### src/rtl/mmio_bridge_timer.sv
// MEM-stage bridge: routes CPU loads/stores to data memory or a countdown timer.
// The timer raises a registered interrupt when its count expires.
module mmio_bridge_timer #(
  parameter logic [31:0] DM_LIMIT   = 32'h0000_2FFF,
  parameter logic [31:0] TIMER_BASE = 32'h0000_7F00
) (
  input  logic        clk,
  input  logic        reset,
  input  logic [31:0] cpu_addr,
  input  logic [31:0] cpu_wdata,
  input  logic [3:0]  cpu_byteen,
  output logic [31:0] cpu_rdata,
  output logic [31:0] dm_addr,
  output logic [31:0] dm_wdata,
  output logic [3:0]  dm_byteen,
  input  logic [31:0] dm_rdata,
  output logic        timer_irq
);

  typedef enum logic [1:0] {
    IDLE,
    LOAD,
    CNT,
    INT
  } state_e;

  state_e      state_q, state_d;
  logic [3:0]  ctrl_q, ctrl_d;
  logic [31:0] preset_q, preset_d;
  logic [31:0] count_q, count_d;
  logic        irq_q, irq_d;

  logic hit_dm, hit_tm, wr_tm;
  logic wr_ctrl, wr_preset;

  assign hit_dm = (cpu_addr <= DM_LIMIT);
  assign hit_tm = (cpu_addr >= TIMER_BASE) &&
                  (cpu_addr <= TIMER_BASE + 32'd11);

  // Only full-word stores reach the timer registers.
  assign wr_tm     = hit_tm && (cpu_byteen == 4'b1111);
  assign wr_ctrl   = wr_tm && (cpu_addr[3:2] == 2'd0);
  assign wr_preset = wr_tm && (cpu_addr[3:2] == 2'd1);

  assign dm_addr   = cpu_addr;
  assign dm_wdata  = cpu_wdata;
  assign dm_byteen = hit_dm ? cpu_byteen : 4'b0000;
  assign timer_irq = irq_q & ctrl_q[3];

  always_comb begin
    cpu_rdata = 32'd0;
    unique case (1'b1)
      hit_dm: cpu_rdata = dm_rdata;
      hit_tm: begin
        case (cpu_addr[3:2])
          2'd0:    cpu_rdata = {28'd0, ctrl_q};
          2'd1:    cpu_rdata = preset_q;
          2'd2:    cpu_rdata = count_q;
          default: cpu_rdata = 32'd0;
        endcase
      end
      default: cpu_rdata = 32'd0;
    endcase
  end

  always_comb begin
    state_d  = state_q;
    ctrl_d   = ctrl_q;
    preset_d = preset_q;
    count_d  = count_q;
    irq_d    = irq_q;
    case (state_q)
      IDLE: begin
        if (ctrl_q[0]) state_d = LOAD;
      end
      LOAD: begin
        count_d = preset_q;
        state_d = CNT;
      end
      CNT: begin
        if (!ctrl_q[0]) begin
          state_d = IDLE;
        end else if (count_q == 32'd0) begin
          state_d = INT;
          irq_d   = 1'b1;
        end else begin
          count_d = count_q - 32'd1;
        end
      end
      INT: begin
        state_d = IDLE;
        if (ctrl_q[2:1] == 2'b01) irq_d = 1'b0;
        else ctrl_d[0] = 1'b0;
      end
      default: state_d = IDLE;
    endcase
    // A CPU store to CTRL overrides whatever the FSM did this cycle.
    if (wr_ctrl) begin
      ctrl_d = cpu_wdata[3:0];
      irq_d  = 1'b0;
    end
    if (wr_preset) preset_d = cpu_wdata;
  end

  always_ff @(posedge clk or posedge reset) begin
    if (reset) begin
      state_q  <= IDLE;
      ctrl_q   <= 4'd0;
      preset_q <= 32'd0;
      count_q  <= 32'd0;
      irq_q    <= 1'b0;
    end else begin
      state_q  <= state_d;
      ctrl_q   <= ctrl_d;
      preset_q <= preset_d;
      count_q  <= count_d;
      irq_q    <= irq_d;
    end
  end

endmodule

### config.mk
export PLATFORM = sky130hd
export DESIGN_NAME = mmio_bridge_timer
export DESIGN_NICKNAME = d
export VERILOG_FILES = /design/src/rtl/mmio_bridge_timer.sv
export SDC_FILE = /design/constraint.sdc
export NUM_CORES = 1
export LEC_CHECK = 0
export ABC_AREA = 1
export CAP_MARGIN = 30
export CORE_UTILIZATION = 35
export CTS_CLUSTER_DIAMETER = 100
export DETAILED_ROUTE_END_ITERATION = 7
export PLACE_DENSITY_LB_ADDON = 0.2
export SETUP_SLACK_MARGIN = 0.15
export SLEW_MARGIN = 15
export SYNTH_ARGS = -nofsm -noshare
export SYNTH_HDL_FRONTEND = slang
export SYNTH_SLANG_ARGS = --single-unit
### constraint.sdc
create_clock -name clk -period 2.33 [get_ports clk]
set_input_delay 0.466 -clock clk [delete_from_list [all_inputs] [get_ports clk]]
set_output_delay 0.466 -clock clk [all_outputs]
set_load 0.03 [all_outputs]
==> results.yml, run 1 <==
logic_synthesis:
  netlist_area_mm2: 0.00565
  ys_seq_area_frac: 0.314
  synth_seq_cells: 71
  syn-mean-instance-area_um2: 6.44
  syn-num-nets: 981
  synth_top_area_share: 0.314
  async_flop_share: 1.00
  ys.flop_type: "dfrtp_1"
  synthCells: 878
  synth_area_leaders: "dfrtp_1, nand2_1, inv_1"
  synth_edf_count: 0
  netlist-cell-type-count: 35
  yosysTopAreaCell: "dfrtp_1"
  ys_warn_count: 0
setup_path:
  max_stage_delay_ns: 0.28
  cp.required_ns: 1.86
  cpLargestDelayFamily: "buffers and inverters"
  r2r_end: "count_q[13]$_DFFE_PP0P_"
  r2r_slack_ns: 0.36
  reg2regPathDepth: 9
  path_class: "primary input to output port"
  slowest_stage: "dlygate4sd2_1"
  setup.worst_path.start_class: "primary input"
  reg2reg_from: "count_q[1]$_DFFE_PP0P_"
  arrival_ns: 1.90
  worstPathMaxFanout: 8
  cp_num_buf_inv: 5
  cp-end-kind: "output port"
  worstPathCellList: "dlygate4sd2_1 -> nor3_4 -> nand4_1 -> buf_6 -> buf_12 -> buf_16 -> o21ai_2 -> buf_6"
  cp_common_cell: "buf_6"
worst_hold_path:
  min_from: "preset_q[21]$_DFFE_PP0P_"
  min_to: "preset_q[21]$_DFFE_PP0P_"
  hp-class: "flip-flop to flip-flop"
  worstHoldPathCells: 2
drt:
  drt_iter0_drc: 539
  ant_nets: 0
  vias: 6191
  routed_wl_um: 19900
  drc: 0
  wl_per_cell_um: 15.7
  avgViaCountPerCell: 4.88
  first_pass_iters: 5
floorplanning:
  num_rows: 46
  dieArea_mm2: 0.0167
  die_x_um: 129
  start_util: 0.357
  core_region_area_mm2: 0.0158
  boundaryPins: 203
  die_y_um: 129
placement:
  numPortBuffers: 198
  place_hpwl_um: 13800
  postPlaceCellArea_mm2: 0.00755
  dp_slack_ns: -0.373
  gp_congestion: 0.899
sta:
  relSlewSlack: 0.735
  drv_slew: 0
  fin_ws_ns: -0.0362
  finalSetupTns_ns: -0.239
  rsz0062_at_grt: "yes"
  finalSetupViolCount: 19
  worstMarginPinSlew_ns: 0.398
  fmax_ghz: 0.423
  period_share: 1.02
  holdWs_ns: 0.489
  layout_min_cycle_time_ns: 2.37
  hold_viol: 0
  worst_clock_skew_ns: 0.00908
global_route:
  grt_pass1_wl_um: 30600
  grt_pass1_vias: 5739
  antenna_found_initial: 0
  grt_overflow_total: 0
  grt_max_degree: 72
  grtUsageTotal: 0.240
cts:
  cts_hold_buf: 0
  clock-root-buffer: "clkbuf_16"
  cts_tree: "done"
  clockBufferDepth: 2
  cts_buffers: 9
  path_clk_slew_ns: 0.06
  clk_latency_ns: 0.35
  clock-sinks: 71
  htreeDepth: 3
pwr:
  power.static_leakage_nw: 4.43
  peakVddDrop_v: 0.000348
  powerDensity_mw_per_mm2: 370
  finalPower_mw: 3.22
cells_and_area:
  final_cell_mix: "nand2_1, inv_1, clkdlybuf4s50_1"
  final_common_cell: "nand2_1"
  drive_gt1_frac: 0.225
  area_growth_pct: 53.6
  finalNetCount: 1151
  final_area_mm2: 0.00868
  fillCellCount: 1535
  diodes: 0
run:
  cap_violations: 0
run_status:
  status: "finished, violations left"
  violations: "setup timing"
worst max-delay path by stage:
| stage | from | to | slack [ns] | depth (start not counted) |
|---|---|---|---|---|
| floorplan | cpu_addr[23] | cpu_rdata[10] | -0.05 | 6 |
| global placement | cpu_addr[3] | cpu_rdata[10] | -0.36 | 9 |
| detailed placement | cpu_addr[2] | cpu_rdata[10] | -0.37 | 11 |
| CTS | cpu_addr[20] | cpu_rdata[4] | -0.03 | 10 |
| global route | cpu_addr[30] | cpu_rdata[26] | -0.08 | 11 |
| finish | cpu_addr[28] | cpu_rdata[8] | -0.04 | 8 |
worst min-delay path, stage by stage (launching register included):
cell and delay (ns):
dfrtp_1 0.34, nand2_1 0.06, o21ai_1 0.06
layout make-up:
cell class	instances	area [um^2]	share of cell area
clock buffers	11	253	0.0291
well taps	216	270	0.0311
clock inverters	5	56.3	0.00649
inverters	143	546	0.0628
flip-flops and latches	71	1780	0.205
multi-input cells	567	3090	0.356
repair buffers	256	2690	0.310
per-layer routing:
| layer | up-vias | share of wire | GRT usage |
|---|---|---|---|
| li1 | 3050 | - | - |
| met1 | 2865 | 0.45 | 0.335 |
| met2 | 234 | 0.47 | 0.372 |
| met3 | 42 | 0.055 | 0.0359 |
| met4 | 0 | 0.031 | 0.0983 |
| met5 | - | 0 | 0 |
timing repair:
| item | in CTS | in global routing |
|---|---|---|
| buffers inserted | 14 | 3 |
| pin swaps | 26 | 19 |
| gates cloned | 5 | 0 |
| gates resized for setup | 195 | 84 |
| endpoints found under the setup margin | 40 | 73 |
cells by family after synthesis:
group,count (synthesis),synth area share
xor gates and xnor gates,2,0.00310
buffers and inverters,240,0.212
and+or+nand+nor,424,0.332
DFF,71,0.314
AOI/OAI and AO/OA,140,0.137
adders and majority gates,1,0.00221
power breakdown:
part / internal [mW] / switching, mW
Clock: 0.885 / 0.557
Sequential: 1.23 / 0.000000909
Combinational: 0.266 / 0.274
flip-flops by register name, summed over array words and instances, names as in the netlist:
| register | cells |
|---|---|
| ctrl_q | 4 |
| preset_q | 32 |
| state_q | 2 |
| irq_q | 1 |
| count_q | 32 |
through the flow:
step           utilization  instances
5_1_grt              0.549       1269
2_1_floorplan            -        878
4_1_cts              0.527       1266
3_5_place_dp         0.477       1231
3_3_place_gp         0.477       1231
6_report             0.549       1269
synth_stat cells (2+ instances only):
cell type,number
nand2_1,227
inv_1,140
nor2_1,80
nand3_1,76
dfrtp_1,71
buf_4,68
o21ai_1,48
o21ai_0,46
o22ai_1,22
clkbuf_1,14
nand4_1,11
nor2_2,9
buf_2,8
o21ai_2,8
a21oi_1,7
a31oi_1,4
buf_6,4
nand3_2,4
nor2_4,4
buf_1,3
inv_2,3
a22oi_1,2
nand2_2,2
nand2_4,2
nor3_1,2
o31ai_1,2
or2_2,2
xor2_1,2
(Power assumes the default switching activity.)
==> run 2: changes to the inputs <==
Settings changed: SLEW_MARGIN 15 to unset.
==> results of run 2 <==
Same layout as run 1: the final DEF is identical, and so are final timing and power.
